**config.mk**
```make
export PLATFORM = sky130hd
export DESIGN_NAME = generation_sequencer_flat
export DESIGN_NICKNAME = d
export VERILOG_FILES = /design/src/rtl/generation_sequencer_if.sv /design/src/rtl/generation_sequencer.sv /design/src/flat_wrapper.sv
export SDC_FILE = /design/constraint.sdc
export NUM_CORES = 1
export LEC_CHECK = 0
export ABC_AREA = 1
export BUFFER_PORTS_ARGS = -buffer_cell sky130_fd_sc_hd__buf_2
export CORE_MARGIN = 2
export CORE_UTILIZATION = 41
export CTS_CLUSTER_SIZE = 16
export DETAILED_ROUTE_END_ITERATION = 16
export PLACE_DENSITY = 0.69
export SKIP_CTS_REPAIR_TIMING = 1
export SYNTH_ARGS = -nofsm -noshare
export SYNTH_HDL_FRONTEND = slang
export SYNTH_SLANG_ARGS = --single-unit
```
**constraint.sdc**
```tcl
create_clock -name i_clka -period 3.1 [get_ports i_clka]
set_input_delay 0.31 -clock i_clka [delete_from_list [all_inputs] [get_ports i_clka]]
set_output_delay 0.31 -clock i_clka [all_outputs]
set_load 0.01 [all_outputs]
```
**src/rtl/generation_sequencer_if.sv**
```systemverilog
// rtl/generation_sequencer_if.sv - cell RAM bus between the generation sequencer and the double-buffered cell RAM
// Purpose: groups the front-bank read port, back-bank write port and bank select.
// Signals:
//   rd_addr  AW  front-bank read address (row*COLS+col)
//   rd_data  1   front-bank cell value, one cycle after rd_addr
//   wr_en    1   back-bank write strobe
//   wr_addr  AW  back-bank write address
//   wr_data  1   next cell state
//   bank_sel 1   front (displayed/read) bank; writes go to ~bank_sel
// Modports: master = sequencer side, slave = RAM side.
interface generation_sequencer_if #(
  parameter int AW = 6
);
  logic [AW-1:0] rd_addr;
  logic          rd_data;
  logic          wr_en;
  logic [AW-1:0] wr_addr;
  logic          wr_data;
  logic          bank_sel;

  modport master (
    output rd_addr,
    output wr_en,
    output wr_addr,
    output wr_data,
    output bank_sel,
    input  rd_data
  );

  modport slave (
    input  rd_addr,
    input  wr_en,
    input  wr_addr,
    input  wr_data,
    input  bank_sel,
    output rd_data
  );
endinterface

```
**src/rtl/generation_sequencer.sv**
```systemverilog
// rtl/generation_sequencer.sv - steps a toroidal Life grid one generation at a time
// Purpose: in RUN starts a generation every TICK_DIV cycles, in PAUSE one per step
//   pulse. Each cell reads its 3x3 wrapped neighbourhood from the front bank, writes
//   its next state to the back bank; after the last cell the banks swap.
// Ports:
//   i_clka        clock, all logic on posedge
//   i_stop        synchronous active-high reset
//   i_game_state  00 IDLE, 01 PROGRAM, 10 RUN, 11 PAUSE
//   i_step        single-generation request, honoured only in PAUSE
//   ram           cell RAM bus (master side)
//   o_busy        high while a generation is in progress
//   o_gen_done    one-cycle pulse on the swap cycle
//   o_gen_count   completed generations, wraps
module generation_sequencer #(
  parameter int ROWS     = 8,
  parameter int COLS     = 8,
  parameter int AW       = 6,
  parameter int TICK_DIV = 1000000,
  parameter int TW       = 20
) (
  input  logic                  i_clka,
  input  logic                  i_stop,
  input  logic [1:0]            i_game_state,
  input  logic                  i_step,
  generation_sequencer_if.master ram,
  output logic                  o_busy,
  output logic                  o_gen_done,
  output logic [15:0]           o_gen_count
);

  localparam logic [1:0] GS_RUN   = 2'b10;
  localparam logic [1:0] GS_PAUSE = 2'b11;

  localparam logic [2:0] S_IDLE  = 3'd0;
  localparam logic [2:0] S_FETCH = 3'd1;
  localparam logic [2:0] S_DRAIN = 3'd2;
  localparam logic [2:0] S_WRITE = 3'd3;
  localparam logic [2:0] S_SWAP  = 3'd4;

  localparam logic [AW-1:0] LAST_CELL = AW'(ROWS * COLS - 1);
  localparam logic [AW-1:0] ROW_LAST  = AW'(ROWS - 1);
  localparam logic [AW-1:0] COL_LAST  = AW'(COLS - 1);
  localparam logic [AW-1:0] COLS_W    = AW'(COLS);
  localparam logic [TW-1:0] TICK_LAST = TW'(TICK_DIV - 1);

  logic [2:0]    r_state;
  logic [TW-1:0] r_tick_cnt;
  logic [AW-1:0] r_cell;
  logic [AW-1:0] r_row;
  logic [AW-1:0] r_col;
  // Neighbour offset counters: 0,1,2 mean -1,0,+1; row-major walk gives idx = dr*3+dc.
  logic [1:0]    r_dr;
  logic [1:0]    r_dc;
  logic [3:0]    r_sum;
  logic          r_centre;
  // Describes the read issued last cycle, whose data is on rd_data this cycle.
  logic          r_cap_vld;
  logic          r_cap_centre;
  logic [AW-1:0] r_rd_addr_hold;
  logic          r_bank_sel;
  logic [15:0]   r_gen_count;

  logic          w_keep;
  logic          w_tick;
  logic          w_start;
  logic [AW-1:0] w_nrow;
  logic [AW-1:0] w_ncol;
  logic [AW-1:0] w_nbr_addr;
  logic          w_write;

  // Only RUN and PAUSE let a generation continue; IDLE/PROGRAM abort it.
  assign w_keep  = i_game_state[1];
  assign w_tick  = (i_game_state == GS_RUN) && (r_tick_cnt == TICK_LAST);
  assign w_start = w_tick || ((i_game_state == GS_PAUSE) && i_step);

  always_comb begin
    w_nrow = r_row;
    if (r_dr == 2'd0) begin
      w_nrow = (r_row == '0) ? ROW_LAST : r_row - 1'b1;
    end else if (r_dr == 2'd2) begin
      w_nrow = (r_row == ROW_LAST) ? '0 : r_row + 1'b1;
    end
  end

  always_comb begin
    w_ncol = r_col;
    if (r_dc == 2'd0) begin
      w_ncol = (r_col == '0) ? COL_LAST : r_col - 1'b1;
    end else if (r_dc == 2'd2) begin
      w_ncol = (r_col == COL_LAST) ? '0 : r_col + 1'b1;
    end
  end

  assign w_nbr_addr = w_nrow * COLS_W + w_ncol;

  // Writes are suppressed in the very cycle an abort is requested.
  assign w_write = (r_state == S_WRITE) && w_keep;

  assign ram.rd_addr  = (r_state == S_FETCH) ? w_nbr_addr : r_rd_addr_hold;
  assign ram.wr_en    = w_write;
  assign ram.wr_addr  = r_cell;
  assign ram.wr_data  = w_write && ((r_sum == 4'd3) || (r_centre && (r_sum == 4'd2)));
  assign ram.bank_sel = r_bank_sel;

  assign o_busy      = (r_state != S_IDLE);
  assign o_gen_done  = (r_state == S_SWAP) && w_keep;
  assign o_gen_count = r_gen_count;

  always_ff @(posedge i_clka) begin
    if (i_stop || (i_game_state != GS_RUN) || (r_tick_cnt == TICK_LAST)) begin
      r_tick_cnt <= '0;
    end else begin
      r_tick_cnt <= r_tick_cnt + 1'b1;
    end
  end

  always_ff @(posedge i_clka) begin
    if (i_stop) begin
      r_state        <= S_IDLE;
      r_cell         <= '0;
      r_row          <= '0;
      r_col          <= '0;
      r_dr           <= '0;
      r_dc           <= '0;
      r_sum          <= '0;
      r_centre       <= 1'b0;
      r_cap_vld      <= 1'b0;
      r_cap_centre   <= 1'b0;
      r_rd_addr_hold <= '0;
      r_bank_sel     <= 1'b0;
      r_gen_count    <= '0;
    end else begin
      // Gated by w_keep so a stale capture cannot land on a sum cleared by a restart.
      r_cap_vld    <= (r_state == S_FETCH) && w_keep;
      r_cap_centre <= (r_dr == 2'd1) && (r_dc == 2'd1);

      if (r_cap_vld) begin
        if (r_cap_centre) begin
          r_centre <= ram.rd_data;
        end else begin
          r_sum <= r_sum + {3'b000, ram.rd_data};
        end
      end

      if ((r_state != S_IDLE) && !w_keep) begin
        r_state <= S_IDLE;
      end else begin
        case (r_state)
          S_IDLE: begin
            if (w_start) begin
              r_state <= S_FETCH;
              r_cell  <= '0;
              r_row   <= '0;
              r_col   <= '0;
              r_dr    <= '0;
              r_dc    <= '0;
              r_sum   <= '0;
            end
          end
          S_FETCH: begin
            r_rd_addr_hold <= w_nbr_addr;
            if (r_dc == 2'd2) begin
              r_dc <= '0;
              if (r_dr == 2'd2) begin
                r_dr    <= '0;
                r_state <= S_DRAIN;
              end else begin
                r_dr <= r_dr + 1'b1;
              end
            end else begin
              r_dc <= r_dc + 1'b1;
            end
          end
          S_DRAIN: begin
            r_state <= S_WRITE;
          end
          S_WRITE: begin
            r_sum <= '0;
            r_dr  <= '0;
            r_dc  <= '0;
            if (r_cell == LAST_CELL) begin
              r_state <= S_SWAP;
            end else begin
              r_cell  <= r_cell + 1'b1;
              r_state <= S_FETCH;
              if (r_col == COL_LAST) begin
                r_col <= '0;
                r_row <= r_row + 1'b1;
              end else begin
                r_col <= r_col + 1'b1;
              end
            end
          end
          S_SWAP: begin
            r_bank_sel  <= ~r_bank_sel;
            r_gen_count <= r_gen_count + 16'd1;
            r_state     <= S_IDLE;
          end
          default: begin
            r_state <= S_IDLE;
          end
        endcase
      end
    end
  end

endmodule
```
**src/flat_wrapper.sv**
```systemverilog
// flat-port wrapper written by rule: the top's interface ports become plain ports
module generation_sequencer_flat 
#(
  parameter int ROWS     = 8,
  parameter int COLS     = 8,
  parameter int AW       = 6,
  parameter int TICK_DIV = 1000000,
  parameter int TW       = 20
)
  (i_clka, i_stop, i_game_state, i_step, o_busy, o_gen_done, o_gen_count, ram_rd_addr, ram_wr_en, ram_wr_addr, ram_wr_data, ram_bank_sel, ram_rd_data);
  generation_sequencer_if #(.AW(AW)) ram_i ();
  input  logic i_clka;
  input  logic i_stop;
  input  logic [1:0] i_game_state;
  input  logic i_step;
  output logic o_busy;
  output logic o_gen_done;
  output logic [15:0] o_gen_count;
  output wire logic [$bits(ram_i.rd_addr)-1:0] ram_rd_addr;
  output wire logic [$bits(ram_i.wr_en)-1:0] ram_wr_en;
  output wire logic [$bits(ram_i.wr_addr)-1:0] ram_wr_addr;
  output wire logic [$bits(ram_i.wr_data)-1:0] ram_wr_data;
  output wire logic [$bits(ram_i.bank_sel)-1:0] ram_bank_sel;
  input wire logic [$bits(ram_i.rd_data)-1:0] ram_rd_data;
  assign ram_rd_addr = ram_i.rd_addr;
  assign ram_wr_en = ram_i.wr_en;
  assign ram_wr_addr = ram_i.wr_addr;
  assign ram_wr_data = ram_i.wr_data;
  assign ram_bank_sel = ram_i.bank_sel;
  assign ram_i.rd_data = ram_rd_data;
  generation_sequencer #(.ROWS(ROWS), .COLS(COLS), .AW(AW), .TICK_DIV(TICK_DIV), .TW(TW)) u_core (.i_clka(i_clka), .i_stop(i_stop), .i_game_state(i_game_state), .i_step(i_step), .ram(ram_i), .o_busy(o_busy), .o_gen_done(o_gen_done), .o_gen_count(o_gen_count));
endmodule
```
==> results of run 1 <==
==> per-stage QoR <==
step	power [W]	utilization
CTS	0.00299	0.464
floorplan	0.00200	-
global placement	0.00221	0.446
detailed placement	0.00223	0.446
global route	0.00337	0.484
finish	0.00312	0.484
==> flip-flops by register name, indices dropped and copies added, names as in the netlist <==
signal,cells
u_core.o_gen_count,16
u_core.r_cap_centre,1
u_core.r_cap_vld,1
u_core.r_centre,1
u_core.r_col,6
u_core.r_dc,2
u_core.r_dr,2
u_core.r_rd_addr_hold,6
u_core.r_row,6
u_core.r_state,3
u_core.r_sum,4
u_core.r_tick_cnt,20
u_core.ram.bank_sel,1
u_core.ram.wr_addr,6
==> worst max-delay path by stage <==
stage                     slack [ns]  depth (start not counted)        endpoint             from
final                           0.07                         16  ram_rd_addr[5]  u_core.r_col[0]
after CTS                      -0.22                         17  ram_rd_addr[5]  u_core.r_col[0]
after floorplan                 0.50                         16  ram_rd_addr[5]  u_core.r_col[0]
after global routing           -0.12                         16  ram_rd_addr[5]  u_core.r_col[5]
after global placement          0.26                         17  ram_rd_addr[5]  u_core.r_col[0]
after detailed placement        0.18                         17  ram_rd_addr[5]  u_core.r_col[0]
==> Yosys cell counts (all sizes together) <==
| cell type | count |
|---|---|
| nand3 | 33 |
| xnor2 | 5 |
| ha | 11 |
| a221oi | 5 |
| nor3 | 18 |
| inv | 84 |
| o21bai | 4 |
| o211ai | 4 |
| a211oi | 3 |
| dfxtp | 75 |
| nor4 | 3 |
| a31oi | 5 |
| a21oi | 49 |
| nor2 | 90 |
| or2 | 3 |
| nor3b | 5 |
| xor2 | 13 |
| nand2 | 120 |
| nand4 | 27 |
| fa | 1 |
| nand3b | 1 |
| o21ai | 31 |
| buf | 12 |
| clkbuf | 5 |
| o21a | 3 |
==> cell families (layout without fill, tap and decap cells) <==
kind of cell	after synthesis	count (layout)	share of synthesized area
AOI/OAI and AO/OA	104	104	0.142
xor gates and xnor gates	18	18	0.0370
adders and majority gates	12	12	0.0370
buffers and inverters	101	147	0.0987
DFF	75	75	0.352
and+or+nand+nor	300	300	0.332
==> report_power, final <==
| part | internal [W] | switching [W] | total (W) |
|---|---|---|---|
| Sequential | 0.00105 | 0.0000717 | 0.00112 |
| Clock | 0.000368 | 0.000376 | 0.000745 |
| Combinational | 0.000461 | 0.000800 | 0.00126 |
==> layer usage <==
| layer | global-route usage | wire length, um | vias up |
|---|---|---|---|
| met3 | 0.0313 | 363 | 22 |
| li1 | - | - | 2088 |
| met2 | 0.297 | 4980 | 81 |
| met1 | 0.223 | 4540 | 1932 |
| met5 | 0 | 0 | - |
| met4 | 0.0855 | 252 | 0 |
==> layout make-up <==
| class | count | area share |
|---|---|---|
| inverters | 84 | 0.0655 |
| multi-input cells | 434 | 0.501 |
| well taps | 136 | 0.0345 |
| clock inverters | 6 | 0.0132 |
| flip-flops and latches | 75 | 0.307 |
| repair buffers | 48 | 0.0538 |
| clock buffers | 9 | 0.0251 |
==> worst register-to-register path, stage by stage, from the launching register on <==
cell,delay [ns]
dfxtp_4,0.39
inv_4,0.05
buf_4,0.15
nand3_1,0.14
nand2_1,0.09
a21oi_2,0.15
a221oi_2,0.05
ha_2,0.20
fa_2,0.37
xnor2_2,0.19
inv_1,0.06
nand2_1,0.06
nand2_1,0.06
inv_1,0.07
nand3_2,0.08
nand3_2,0.07
nand3_1,0.06
nand2_1,0.06
inv_1,0.03
==> metrics.md, run 1 <==
| Metric | Value |
|---|---|
| Worst Setup Slack, final | `0.0664 ns` |
| DP Worst Slack | `~0.18 ns` |
| Final Cycle Share | `0.979` |
| Max incr delay on CP | `0.39 ns` |
| Mapped Cells | `610` |
| Dpl cell area | `about 0.0045 mm2` |
| Post-synth top area share | `0.352` |
| Initial antenna violation count | `0` |
| RSZ-0062 raised after global routing | `true` |
| Grt total ovfl | `0` |
| CTS H-tree depth | `3` |
| TritonCTS buffer count | `9` |
| Fin crit period | `about 3.0 ns` |
| Status | `completed` |
| Worst EP arrival | `between 2 and 3 ns` |
| R2R cell count | `18` |
| HP Class | `primary input to register` |
| Design Area, Final | `slightly below 0.005 mm2` |
| Synth area leaders | `dfxtp_1, nand2_1, nor2_1, inv_1, a21oi_1` |
| Share of cells above drive strength 1 | `0.194` |
| Fin Hold WS | `0.227 ns` |
| FF-to-FF Start | `u_core.r_col[0]` |
| DR vias | `approximately 4,100` |
| Clk Latency, worst-skew pair | `roughly 0.36 ns` |
| First-pass GRT wire length | `between 15 and 20 mm` |
| Most used cell, CP | `nand2_1` |
| WHS Path Cells | `3` |
| DRC Markers | `0` |
| Via-to-Cell Ratio | `about 5.2` |
| Area leader, netlist | `dfxtp_1` |
| # IOs | `39` |
| Synth warn | `0` |
| Clock root cell | `clkbuf_8` |
| Critical Path RT | `between 2 and 3 ns` |
| Nets | `670` |
| Num Clock Sinks | `75` |
| CP max stage cell | `dfxtp_4` |
| Syn_nets | `628` |
| Highest Clock Rate | `0.330 GHz` |
| CTS tree | `done` |
| FF-to-FF setup slack | `between 0.6 and 0.7 ns` |
| Starting Density | `0.418` |
| Post-DP HPWL | `roughly 7.1 mm` |
| FF/Latch Area | `between 0.0015 and 0.002 mm2` |
| Core area | `a little over 0.01 mm2` |
| # fillers | `just over 1,000` |
| Crit. End Element | `primary output` |
| Leak | `between 1.5 and 2 nW` |
| Crit-path leading delay family | `adder cells` |
| Most common cell after layout, fill and taps aside | `nand2_1` |
| DIE HEIGHT | `106 um` |
| Slew Limit Fails | `0` |
| Number of max-cap violations | `0` |
| Cell variety after synth | `42` |
| Critical path cell sequence | `inv_4 > buf_4 > nand3_1 > nand2_1 > a21oi_2 > a221oi_2 > ha_2 > fa_2 > xnor2_2 > o211ai_1 > nand2_1 > inv_1 > nand3_2 > nand3_2 > nand2_1 > buf_2` |
| Multi-input logic area | `between 0.002 and 0.0025 mm2` |
| Setup TNS | `0 ns` |
| Worst-Margin Slew | `about 0.67 ns` |
| Clk_skew | `roughly 0.0094 ns` |
| Die Area | `between 0.01 and 0.015 mm2` |
| Total wire length | `~10 mm` |
| Critical setup path kind | `register to primary output` |
| CP Launch Type | `register` |
| Vias in the first global route | `about 3,700` |
| R2r endpoint | `u_core.r_rd_addr_hold[5]` |
| Max FO, Critical Path | `5` |
| Row count | `37` |
| N_diodes | `0` |
| DR WL/cell | `approximately 13 um` |
| CTS max path bufs | `2` |
| Post-Layout Cell Count | `~800` |
| Placed Cells | `770` |
| Routed Antenna Nets | `0` |
| PD cells | `approximately 630 mW/mm2` |
| Cell Area, Synth | `around 0.0043 mm2` |
| Synth-to-Final Area Change | `15.7%` |
| Hold Vio Cnt, Final | `0` |
| Clk slew on worst S/H paths | `around 0.080 ns` |
| Total GRT Usage | `0.178` |
| Number of synthesized register bits | `75` |
| Chip Width | `about 110 um` |
| Final Setup Violations | `0` |
| WP buf/inv | `4` |
| Port Buffers | `38` |
| Worst Min Path Start | `ram_rd_data` |
| Drt first pass iters | `4` |
| Largest net degree at the start of global routing | `33` |
| DRT iter0 DRCs | `276` |
| Avg Cell Area, Syn | `about 7.0 um2` |
| RD Place Congestion | `between 0.9 and 1` |
| Max VDD drop | `485 uV` |
| Sequential area share after synthesis | `0.352` |
| Worst hold endpoint | `u_core.r_centre` |
| Commonest non-fill, non-tap cells in the layout | `nand2_1, nor2_1, inv_1` |
| Slew HR | `0.552` |
No activity file was read; power rests on OpenSTA's default activity.
==> run 2, diff against run 1 <==
Settings changed: GPL_TIMING_DRIVEN set to 0, RECOVER_POWER set to 50.
==> metrics.md, run 2 (synthesis gave the netlist of run 1 again) <==
| Metric | Value |
|---|---|
| Num Clock Sinks | `75` |
| N_diodes | `0` |
| Most used cell, CP | `nand2_1` |
| Final Setup Violations | `1` |
| Vias in the first global route | `3,926` |
| CP max stage cell | `dfxtp_4` |
| Critical Path RT | `around 2.8 ns` |
| Max VDD drop | `429 uV` |
| FF-to-FF Start | `u_core.r_col[0]` |
| Clock share of power | `0.231` |
| Crit. End Element | `primary output` |
| TritonCTS buffer count | `9` |
| Violated checks | `setup timing` |
| RSZ-0062 raised after global routing | `true` |
| Final core utilization | `0.494` |
| Hold Vio Cnt, Final | `0` |
| Sw frac | `0.418` |
| # IOs | `39` |
| DP Worst Slack | `0.145 ns` |
| RD Place Congestion | `roughly 0.87` |
| Final Cycle Share | `1.02` |
| Worst EP arrival | `about 2.9 ns` |
| Slew Limit Fails | `0` |
| DRT iter0 DRCs | `325` |
| Max incr delay on CP | `0.41 ns` |
| Row count | `37` |
| Clk slew on worst S/H paths | `~0.10 ns` |
| Die Area | `0.0112 mm2` |
| Total wire length | `11.1 mm` |
| DR WL/cell | `13.6 um` |
| Nets | `690` |
| Synth-to-Final Area Change | `18.2%` |
| Clk_skew | `0.0108 ns` |
| Sequential power share | `0.343` |
| HP Class | `primary input to register` |
| # fillers | `between 1,000 and 1,500` |
| Crit path launch | `u_core.r_col[0]` |
| Initial antenna violation count | `0` |
| DR vias | `4,282` |
| Share of cells above drive strength 1 | `0.173` |
| DRC Markers | `0` |
| Leak | `just under 2 nW` |
| Via-to-Cell Ratio | `between 5 and 6` |
| Worst-Margin Slew | `0.668 ns` |
| Clock root cell | `clkbuf_8` |
| WP buf/inv | `4` |
| Max FO, Critical Path | `5` |
| Critical setup path kind | `register to primary output` |
| CP Launch Type | `register` |
| Routed Antenna Nets | `0` |
| Most common cell after layout, fill and taps aside | `nand2_1` |
| Crit-path leading delay family | `adder cells` |
| DIE HEIGHT | `between 100 and 150 um` |
| Comb power frac | `0.426` |
| FF-to-FF setup slack | `0.47 ns` |
| Grt total ovfl | `0` |
| Max reg flops | `20` |
| Worst Min Path Start | `ram_rd_data` |
| Chip Width | `106 um` |
| Fin Hold WS | `between 0.2 and 0.25 ns` |
| Status | `finished, violations left` |
| CTS H-tree depth | `3` |
| Commonest non-fill, non-tap cells in the layout | `nand2_1, nor2_1, inv_1` |
| Worst Setup Slack, final | `-0.0723 ns` |
| Design internal power | `0.00189 W` |
| PD cells | `around 650 mW/mm2` |
| Post-DP HPWL | `7.63 mm` |
| Starting Density | `0.418` |
| Clk Latency, worst-skew pair | `0.37 ns` |
| First-pass GRT wire length | `between 15 and 20 mm` |
| NetSw | `0.00136 W` |
| Total GRT Usage | `0.194` |
| Core area | `0.0102 mm2` |
| Number of max-cap violations | `0` |
| Critical path cell sequence | `inv_6 > buf_4 > ha_1 > nand2_1 > nand2_1 > a31oi_1 > a221oi_2 > fa_2 > xnor2_2 > o211ai_1 > nand2_1 > inv_1 > nand3_2 > nand3_2 > nand2_1 > buf_2` |
| Highest Clock Rate | `around 0.32 GHz` |
| Slew HR | `0.554` |
| Drt first pass iters | `5` |
| Power, Total | `0.00325 W` |
| Port Buffers | `38` |
| CTS tree | `done` |
| Largest net degree at the start of global routing | `17` |
| CTS max path bufs | `2` |
| Top reg by flops | `u_core.r_tick_cnt` |
| Fin crit period | `3.17 ns` |
==> run 2: cell count changes in the layout (fill, tap and decap cells not counted), sizes merged <==
cell and change:
clkbuf +29, buf -9, bufinv -1, clkinvlp +1, inv +1
==> run 2: worst paths after layout <==
| path | to | cells past startpoint |
|---|---|---|
| setup / recovery | ram_rd_addr[5] | 16 |
| hold / removal | u_core.r_centre | 3 |
| setup reg to reg | u_core.r_rd_addr_hold[5] | 18 |
| hold reg to reg | u_core.r_tick_cnt[0] | 1 |
==> run 2: area by class of cell <==
class                      instances  area [um2]  share of cell area
multi-input combinational        434        2460               0.488
sequential                        75        1520               0.301
inverter                          84         332              0.0659
timing repair buffer              51         258              0.0512
tap                              136         170              0.0338
clock buffer                       9         124              0.0246
buffer                            17         106              0.0211
clock inverter                     7        70.1              0.0139
==> run 2: worst min-delay path: stages <==
cell and delay [ns]:
buf_2 0.12, nand3_1 0.06, a21oi_1 0.06
==> run 2: stage by stage <==
stage	TNS, ns	area, um2	cells
2_1_floorplan	0	4260	610
3_3_place_gp	0	4620	784
3_5_place_dp	0	4620	784
4_1_cts	-0.271	4810	800
5_1_grt	-0.208	5030	813
6_report	-0.0723	5030	813
==> run 2: metal layers <==
metal,vias up,track usage,part of all wire
met2,124,0.324,0.47
li1,2139,-,-
met4,0,0.0639,0.026
met5,-,0,0
met1,1984,0.252,0.45
met3,35,0.0411,0.048
==> run 2: power groups by stage <==
stage               clock network, W  logic, W  registers, W
floorplan                          0  0.000887       0.00111
global placement                   0   0.00118       0.00111
detailed placement                 0   0.00119       0.00112
CTS                         0.000767   0.00119       0.00110
global route                0.000814   0.00154       0.00112
finish                      0.000750   0.00138       0.00111
==> run 3, diff against run 2 <==
==> constraint.sdc (replaced) <==
create_clock -name i_clka -period 3.1 [get_ports i_clka]
set_input_delay 0.31 -clock i_clka [delete_from_list [all_inputs] [get_ports i_clka]]
set_output_delay 0.31 -clock i_clka [all_outputs]
set_load 0.05 [all_outputs]
==> metrics.md, run 3 (synthesis gave the netlist of run 1 again) <==
| Metric | Value |
|---|---|
| # IOs | `39` |
| Highest Clock Rate | `0.309 GHz` |
| Num Clock Sinks | `between 70 and 80` |
| CP Launch Type | `register` |
| Worst-Margin Slew | `0.605 ns` |
| Fin crit period | `about 3.2 ns` |
| Clk Latency, worst-skew pair | `0.36 ns` |
| Design Area, Final | `about 0.0050 mm2` |
| TritonCTS buffer count | `9` |
| Slew Limit Fails | `0` |
| Die Area | `~0.011 mm2` |
| First-pass GRT wire length | `approximately 18 mm` |
| Largest net degree at the start of global routing | `17` |
| DR WL/cell | `between 10 and 15 um` |
| Row count | `37` |
| Max incr delay on CP | `~0.41 ns` |
| Met2 Use GR | `0.324` |
| Total wire length | `~11 mm` |
| Setup TNS | `-0.132 ns` |
| R2R cell count | `18` |
| PD cells | `slightly below 700 mW/mm2` |
| Dpl cell area | `0.00462 mm2` |
| Most used cell, CP | `nand2_1` |
| Leak | `1.99 nW` |
| Status | `finished, violations left` |
| Worst Setup Slack, final | `-0.132 ns` |
| Total GRT Usage | `0.194` |
| Drt first pass iters | `5` |
| Number of max-cap violations | `0` |
| Critical setup path kind | `register to primary output` |
| Most common cell after layout, fill and taps aside | `nand2_1` |
| Critical path cell sequence | `inv_6 > buf_4 > ha_1 > nand2_1 > nand2_1 > a31oi_1 > a221oi_2 > fa_2 > xnor2_2 > o211ai_1 > nand2_1 > inv_1 > nand3_2 > nand3_2 > nand2_2 > buf_8` |
| RD Place Congestion | `0.874` |
| Commonest non-fill, non-tap cells in the layout | `nand2_1, nor2_1, inv_1` |
| CTS tree | `done` |
| Nets | `690` |
| Worst EP arrival | `2.92 ns` |
| Vias in the first global route | `3,926` |
| Crit. End Element | `primary output` |
| Sequential power share | `0.317` |
| Routed Antenna Nets | `0` |
| Post-DP HPWL | `about 7.6 mm` |
| Crit-path leading delay family | `adder cells` |
| Design internal power | `0.00192 W` |
| HP Class | `primary input to register` |
| Grt total ovfl | `0` |
| Max reg flops | `20` |
| Initial antenna violation count | `0` |
| R2r endpoint | `u_core.r_rd_addr_hold[5]` |
| Max VDD drop | `between 600 and 700 uV` |
| Via-to-Cell Ratio | `between 5 and 6` |
| CTS max path bufs | `2` |
| N_diodes | `0` |
| Stages on worst setup path | `16` |
| Slew HR | `0.597` |
| Clk_skew | `roughly 0.013 ns` |
| Synth-to-Final Area Change | `18.5%` |
| Final Cycle Share | `1.04` |
| Final core utilization | `0.496` |
| Share of cells above drive strength 1 | `0.174` |
| Crit path launch | `u_core.r_col[0]` |
| Core area | `0.0102 mm2` |
| # fillers | `between 1,000 and 1,500` |
| Max FO, Critical Path | `5` |
| CP max stage cell | `dfxtp_4` |
| FF-to-FF Start | `u_core.r_col[0]` |
| DIE HEIGHT | `106 um` |
| Sw frac | `0.454` |
| DR vias | `4,303` |
| Comb power frac | `0.470` |
| Worst Setup EP | `ram_rd_addr[5]` |
| M3 GR Usage | `0.0411` |
| Final Setup Violations | `1` |
| Clock root cell | `clkbuf_8` |
| CTS H-tree depth | `3` |
| Clock share of power | `0.213` |
| Chip Width | `106 um` |
| M1 GR Usage | `0.252` |
| Top reg by flops | `u_core.r_tick_cnt` |
| DRC Markers | `0` |
| Starting Density | `0.418` |
| Clk slew on worst S/H paths | `about 0.1 ns` |
| Hold Vio Cnt, Final | `0` |
| Violated checks | `setup timing` |
| Port Buffers | `38` |
| RSZ-0062 raised after global routing | `true` |
| DP Worst Slack | `0.0118 ns` |
| Critical Path RT | `around 2.8 ns` |
| FF-to-FF setup slack | `0.45 ns` |
| WP buf/inv | `4` |
| DRT iter0 DRCs | `a little under 400` |
| NetSw | `about 0.0016 W` |
| Busiest grt layer | `met2` |
## run 3: cell count changes in the layout (fill, tap and decap cells not counted)
cell / change
buf_2: -1
buf_8: +1
nand2_1: -1
nand2_2: +1
## run 3: per-layer routing
metal  vias up  share of wire
met3        32          0.053
li1       2140              -
met2       139           0.48
met4         0          0.026
met5         -              0
met1      1992           0.44
## run 3: worst min path at each step
stage	startpoint	slack, ns	to	depth (start not counted)
floorplan	u_core.r_tick_cnt[0]	0.42	u_core.r_tick_cnt[0]	1
global placement	u_core.r_tick_cnt[0]	0.43	u_core.r_tick_cnt[0]	1
detailed placement	u_core.r_tick_cnt[0]	0.44	u_core.r_tick_cnt[0]	1
CTS	ram_rd_data	0.21	u_core.r_centre	3
global route	ram_rd_data	0.22	u_core.r_centre	3
finish	ram_rd_data	0.22	u_core.r_centre	3
## run 3: final cells by class
class | count | area, um2 | share of cell area
Clock buffer | 9 | 124 | 0.0245
Buffer | 17 | 106 | 0.0211
Sequential cell | 75 | 1520 | 0.300
Tap cell | 136 | 170 | 0.0337
Clock inverter | 7 | 70.1 | 0.0139
Timing Repair Buffer | 51 | 268 | 0.0530
Inverter | 84 | 332 | 0.0657
Multi-Input combinational cell | 434 | 2460 | 0.488
## run 3: power by group through the flow
stage | combinational (W) | clock, W | sequential [W]
floorplan | 0.00109 | 0 | 0.00114
global placement | 0.00141 | 0 | 0.00111
detailed placement | 0.00142 | 0 | 0.00112
CTS | 0.00143 | 0.000767 | 0.00110
global route | 0.00181 | 0.000814 | 0.00112
finish | 0.00165 | 0.000747 | 0.00111
## run 3: stage by stage
step                cells  hold WS (ns)  total power (W)
floorplan             610         0.418          0.00223
global route          813         0.221          0.00374
detailed placement    784         0.443          0.00253
global placement      784         0.429          0.00252
CTS                   800         0.210          0.00329
finish                813         0.220          0.00351
## run 3: worst register-to-register path, stage by stage (launching register included)
cell and delay [ns]:
dfxtp_4 0.41, inv_6 0.05, buf_4 0.14, ha_1 0.23
nand2_1 0.10, nand2_1 0.08, a31oi_1 0.23, a221oi_2 0.08
fa_2 0.37, xnor2_2 0.18, o211ai_1 0.12, nand2_1 0.13
inv_1 0.06, nand3_2 0.06, nand3_2 0.08, buf_4 0.15
nand3_1 0.05, nand2_1 0.05, inv_1 0.04
